$ cat src/rtl/regfile_wb_queue.sv
// Write-back queue in front of the register file write port.
// Retires one pending write per cycle in order and forwards pending data.
module regfile_wb_queue #(
    parameter int N     = 32,
    parameter int R     = 5,
    parameter int DEPTH = 4,
    parameter int P     = 2
) (
    input  logic         clock,
    input  logic         reset,
    input  logic         in_valid,
    output logic         in_ready,
    input  logic [R-1:0] in_wa,
    input  logic [N-1:0] in_wd,
    output logic [R-1:0] wa,
    output logic [N-1:0] wd,
    output logic         wen,
    input  logic [R-1:0] raA,
    input  logic [R-1:0] raB,
    output logic         hitA,
    output logic         hitB,
    output logic [N-1:0] fwdA,
    output logic [N-1:0] fwdB,
    output logic [P:0]   count,
    output logic         empty
);

    logic [R-1:0]     q_wa [DEPTH];
    logic [N-1:0]     q_wd [DEPTH];
    logic [DEPTH-1:0] q_v;
    logic [P-1:0]     head;
    logic [P-1:0]     tail;
    logic [P:0]       cnt;
    logic             push;
    logic             pop;

    assign in_ready = (cnt != (P+1)'(DEPTH));
    // Writes to r0 complete the handshake but are dropped here.
    assign push     = in_valid & in_ready & (in_wa != '0);
    assign pop      = (cnt != '0);
    assign count    = cnt;
    assign empty    = (cnt == '0) & ~wen;

    // Pointers, occupancy, valid bits and the registered write port.
    always_ff @(posedge clock or negedge reset) begin
        if (!reset) begin
            head <= '0;
            tail <= '0;
            cnt  <= '0;
            q_v  <= '0;
            wa   <= '0;
            wd   <= '0;
            wen  <= 1'b0;
        end else begin
            if (pop) begin
                wa        <= q_wa[head];
                wd        <= q_wd[head];
                wen       <= 1'b1;
                q_v[head] <= 1'b0;
                head      <= head + 1'b1;
            end else begin
                wen <= 1'b0;
            end
            if (push) begin
                q_v[tail] <= 1'b1;
                tail      <= tail + 1'b1;
            end
            unique case ({push, pop})
                2'b10:   cnt <= cnt + 1'b1;
                2'b01:   cnt <= cnt - 1'b1;
                default: cnt <= cnt;
            endcase
        end
    end

    // Entry payload storage; validity is tracked by q_v so no reset needed.
    always_ff @(posedge clock) begin
        if (push) begin
            q_wa[tail] <= in_wa;
            q_wd[tail] <= in_wd;
        end
    end

    // Forwarding: output stage first, then entries oldest to youngest so
    // the youngest match wins.
    always_comb begin
        logic [P-1:0] ia;
        hitA = 1'b0;
        hitB = 1'b0;
        fwdA = '0;
        fwdB = '0;
        ia   = '0;
        if (wen && wa == raA && raA != '0) begin
            hitA = 1'b1;
            fwdA = wd;
        end
        if (wen && wa == raB && raB != '0) begin
            hitB = 1'b1;
            fwdB = wd;
        end
        for (int i = 0; i < DEPTH; i++) begin
            ia = head + P'(i);
            if (q_v[ia] && q_wa[ia] == raA && raA != '0) begin
                hitA = 1'b1;
                fwdA = q_wd[ia];
            end
            if (q_v[ia] && q_wa[ia] == raB && raB != '0) begin
                hitB = 1'b1;
                fwdB = q_wd[ia];
            end
        end
    end

endmodule

$ cat config.mk
export PLATFORM = sky130hd
export DESIGN_NAME = regfile_wb_queue
export DESIGN_NICKNAME = d
export VERILOG_FILES = /design/src/rtl/regfile_wb_queue.sv
export SDC_FILE = /design/constraint.sdc
export NUM_CORES = 1
export LEC_CHECK = 0
export CORE_UTILIZATION = 60
export CTS_CLUSTER_DIAMETER = 150
export DETAILED_ROUTE_END_ITERATION = 6
export GPL_TIMING_DRIVEN = 0
export PLACE_DENSITY = 0.85
export SYNTH_ARGS = -nofsm -noshare
export SYNTH_HDL_FRONTEND = slang
export SYNTH_SLANG_ARGS = --single-unit
$ cat constraint.sdc
create_clock -name clock -period 11.2 [get_ports clock]
set_input_delay 1.68 -clock clock [delete_from_list [all_inputs] [get_ports clock]]
set_output_delay 1.68 -clock clock [all_outputs]
set_load 0.05 [all_outputs]
# Yosys cells after proc, flatten, opt, wreduce, memory -nomap -nowiden
# Memories as Yosys holds them, arrays and structs flattened.
# Index checks and enable logic that the tools add are counted.
# Widths: inputs -> output; s select.
# op_classes
add_sub_neg	6
mul	0
div_mod_pow	0
order_cmp	7
eq_ne	13
shifts	0
muxes	38
bitwise	7
reduce_logical	28
# ops
op	n
$mux 32	10
$eq 5x5->1	10
$logic_and 1x1->1	22
$mux 1	19
$lt 2x3->1 const B	5
$reduce_bool 5->1	3
$bmux 1 s2	4
$mux 4	2
$pmux 3 s2	1
$add 2x1->2 const B	2
$add 2x2->2 const B	2
$and 4x4->4	1
$demux 1 s2	2
$ge 2x1->1 const B	2
$not 4->4	1
$or 4x4->4	1
$add 3x1->3 const B	1
$and 1x1->1	3
$logic_not 3->1	1
$ne 3x3->1 const B	1
$reduce_bool 3->1	1
$sub 3x1->3 const B	1
$eq 2x1->1 const B	1
$eq 2x2->1 const B	1
2 further kinds	2
# totals
register_bits	49
latch_bits	0
ramBits	148
romBits	0
out_inout_bits	109
word_cells	108
mem_count	2
# memory_table
memory	depth	width	rd	rd_clocked_by_memory_dff	write_ports	line_no	source
q_wd	4	32	4	0	1	29	logic [N-1:0] q_wd [DEPTH];
q_wa	4	5	4	0	1	28	logic [R-1:0] q_wa [DEPTH];

# Depth between registers and ports, before layout
# depth
depth_word	9
mapped_depth	16
mapped_depth_nobuf	11

# Worst setup path after synthesis
# No wires, ideal clock.
# synth_timing
kind	reg2out
from	register head[1]
to	output port fwdA[10]
t_arrival_ps	4570
path_slack_ps	4950
path_stages_with_launch	16
n_path_buf	7
cell_sequence	dfrtp_1 -> buf_2 -> buf_2 -> buf_2 -> buf_2 -> inv_1 -> ha_1 -> buf_4 -> mux4_2 -> xor2_1 -> nor4_2 -> and2_1 -> buf_2 -> buf_4 -> a221oi_1 -> o31ai_1
# synth_via
elab_chain_cells	8
elab_cells_between_ends	29
classes_between	3 x add/sub; 4 x eq/ne; 12 x mux; 8 x reduce/logical; 2 x memory
# synth_rtl
item	line_no	source
start: declaration	31	logic [P-1:0] head;
start signal: assignment	60	head <= head + 1'b1;
$add 2x1->2, or another cell as far along	102	ia = head + P'(i);
$mem_v2 4x5, or another cell as far along	n/a	
$eq 5x5->1, or another cell as far along	103	if (q_v[ia] && q_wa[ia] == raA && raA != '0) begin
$logic_and 1x1->1	103	
$logic_and 1x1->1 or $mux 32 (tied branches)	103	
$mux 32 (2 in a row)	103	
$mux 32 (*)	103	
end: declaration	22	output logic [N-1:0] fwdA,
# Every way passes the cells marked *; elsewhere a longest branch is shown, timed or not. The select of a mux whose other input is x is not followed.

# Final worst setup path
# layout_timing
from	register head[1]
to	output port fwdB[30]
# layout_via
elab_chain_cells	8
elab_cells_between_ends	29
classes_between	3 x add/sub; 4 x eq/ne; 12 x mux; 8 x reduce/logical; 2 x memory
# layout_rtl
item	line_no	source
$add 2x1->2, or another cell as far along	102	
$mem_v2 4x5, or another cell as far along	n/a	
$eq 5x5->1, or another cell as far along	107	if (q_v[ia] && q_wa[ia] == raB && raB != '0) begin
$logic_and 1x1->1	107	
$logic_and 1x1->1 or $mux 32 (tied branches)	107	
$mux 32 (2 in a row)	107	
$mux 32 (*)	107	
end: declaration	23	output logic [N-1:0] fwdB,
# Marks and branches as above.

==> reports/qor.txt <==
R2R setup slack - 6.48 ns
n_diodes - 0
NumNets Final - 1366
1st-iter DRT viols - 1874
Worst-Margin Slew - 1.02 ns
Setup Buffers After CTS - 0
Post-synth EDFFs - 148
Unique masters post-synth - 45
Placed Cells - 1572
Yosys top cell area share - 32.3%
final hold vios - 0
CTS Sinks - 197
post-cts sizing count - 0
Vias - 11800
first-pass GRT wire length - 67.3 mm
initial antenna violation count - 1
Post-Syn Instances - 1132
clock period minus final worst setup slack - 8.04 ns
RD Place Congestion - 0.970
Tcrit/Tclk final - 71.8%
run status - finished, violations left
Crit Path Max Fanout - 10
most frequent cells in the layout - 155 x nand2_1, 149 x clkdlybuf4s50_1, 148 x edfxtp_1
pwr dens - 335 mW/mm2
Inserted Clock Buffers - 17
die area - 0.0235 mm2
CTS tree - yes
drt wl/cell - 27.5 um
gr ovfl total - 0
I/O pin cnt - 159
H-tree Lvls - 4
#FFs+latches synth - 197
Worst Path Class, Setup - flip-flop to primary output
area grow syn2layout - 18.4%
register area share after synthesis - 41.2%
Setup Skew - 0.00801 ns
leading area contributor after synthesis - edfxtp_1
ranking of synthesized cells by area - edfxtp_1 32%, mux4_2 20%, dfrtp_1 8.9%
Worst Setup End Kind - primary output
Mapped Area - 0.0138 mm2
remaining routing DRC violations - 2
largest net degree at the start of global routing - 27
VDD IR max - 0.000225 V
Yosys warnings - 0
routed wire length - 44.2 mm
end point of the critical path - fwdB[30]
Worst setup SP type - flip-flop
worst r2r path cells - 13
Avg Inst Size Synth - 12.2 um2
filler cell count - 1533
Worst EP arrival - 6.36 ns
async set-or-reset flop fraction in the synthesized netlist - 24.9%
r2r endpoint - head[1]
drt pass-1 iters - 7
width of the die - 153 um
GRT Util Overall - 38.0%
Finished Layout Cells - 1604
crit path from - head[1]
Hold Crit Class - flip-flop to flip-flop
Vias per Instance - 7.35
max-cap violations - 0
Synth Net Count - 1192
CP required - 9.52 ns
clk_lat worst skew - 0.45 ns
Core Box Area - 0.0226 mm2
Worst R2R Start - head[1]
fmax - 124 MHz
final setup vio count - 0
RSZ-0062 raised after global routing - false
Leakage - 6.12 nW
fin. max-slew vios - 0
violated checks - DRC
layout cells sized above 1 - 20.7%
DP HPWL - 29.8 mm
Worst-path clk slew - 0.08 ns
vias in the first global route - 11900
Die Y - 153 um
Slew HR - 32.2%
Initial Util - 60.9%
Max Root-Sink Buffers - 2
Rows - 55
prevailing post-synth register cell - edfxtp_1
TNS Setup - 0 ns
IO buf count - 150
antenna-violating nets left - 0
hold buffers post-CTS - 0
Clock Tree Root - clkbuf_16
most common cell after layout, fill and taps aside - nand2_1
[power by group]
group	internal, mW	total [mW]	switching [mW]
Combinational	1.41	3.62	2.22
Sequential	1.00	1.21	0.208
Clock	0.314	0.616	0.302
[how the worst min path moves through the flow]
stage | start | endpoint | slack (ns) | cells past startpoint
floorplan | q_v[1] | q_v[1] | 0.50 | 1
global placement | wd[18] | wd[18] | 0.51 | 2
detailed placement | wd[17] | wd[17] | 0.52 | 2
CTS | wd[17] | wd[17] | 0.53 | 2
global route | wd[18] | wd[18] | 0.56 | 2
finish | wd[17] | wd[17] | 0.53 | 2
[critical path, stage by stage, from the launching register on]
cell and delay (ns):
dfrtp_1 0.53, buf_2 0.33, buf_2 0.34, buf_2 0.35, buf_2 0.44, inv_1 0.18
ha_1 0.33, buf_4 0.16, buf_6 0.17, mux4_2 0.56, xor2_1 0.21, nor4_2 0.07
nand2_1 0.22, clkbuf_1 0.56, nor2_1 0.09, o31ai_1 0.46, clkdlybuf4s50_1 0.90
[registers in the layout (all words and copies together), names as in the netlist]
| register | count |
|---|---|
| q_wd | 128 |
| q_v | 4 |
| head | 2 |
| q_wa | 20 |
| wa | 5 |
| wen | 1 |
| tail | 2 |
| wd | 32 |
| count | 3 |
[cells by family (layout without fill, tap and decap cells)]
| kind of cell | after synthesis | count (layout) | synth area share (%) |
|---|---|---|---|
| and+or+nand+nor | 324 | 324 | 10.5 |
| AOI/OAI and AO/OA | 174 | 174 | 9.88 |
| adders and majority gates | 10 | 10 | 0.964 |
| DFF | 197 | 197 | 41.2 |
| buffers and inverters | 122 | 309 | 4.47 |
| muxes | 252 | 252 | 29.6 |
| xor gates and xnor gates | 53 | 53 | 3.37 |
[per-layer routing]
metal | up-vias | GRT usage (%) | routed length, um
met5 | - | 0 | 13
met4 | 2 | 19.5 | 2330
met3 | 261 | 10.7 | 6200
met2 | 1099 | 59.4 | 20500
met1 | 5627 | 48.9 | 15100
li1 | 4796 | - | -
[cell usage after synthesis, types with 15 or more instances]
library cell / n
mux4_2: 121
o21ai_0: 33
clkbuf_1: 38
edfxtp_1: 148
nor3_1: 66
buf_2: 38
o31ai_1: 64
a221oi_1: 55
mux2_2: 33
dfrtp_1: 49
nand2_1: 155
mux2i_1: 98
xnor2_1: 29
nor2_1: 71
buf_4: 15
xor2_1: 24
[per-stage QoR]
stage / worst slack, ns / hold WS, ns / area, um2 / util, % / power, mW
after detailed placement: 3.89 / 0.517 / 15700 / 69.6 / 4.75
after global placement: 4.04 / 0.505 / 15600 / 69.2 / 4.65
after global routing: 3.01 / 0.557 / 16300 / 72.2 / 5.64
final: 3.16 / 0.533 / 16300 / 72.2 / 5.45
after CTS: 3.38 / 0.535 / 16300 / 72.2 / 5.37
after floorplan: 4.95 / 0.495 / 13800 / - / 3.72
[cell type report]
class	count	area, um2	area share, %
Buffer	109	566	3.47
Timing Repair Buffer	155	1600	9.80
Inverter	13	48.8	0.300
Tap cell	285	357	2.19
Sequential cell	197	5670	34.8
Multi-Input combinational cell	813	7480	45.9
Clock inverter	14	145	0.891
Clock buffer	18	429	2.63
(Power assumes the default switching activity.)
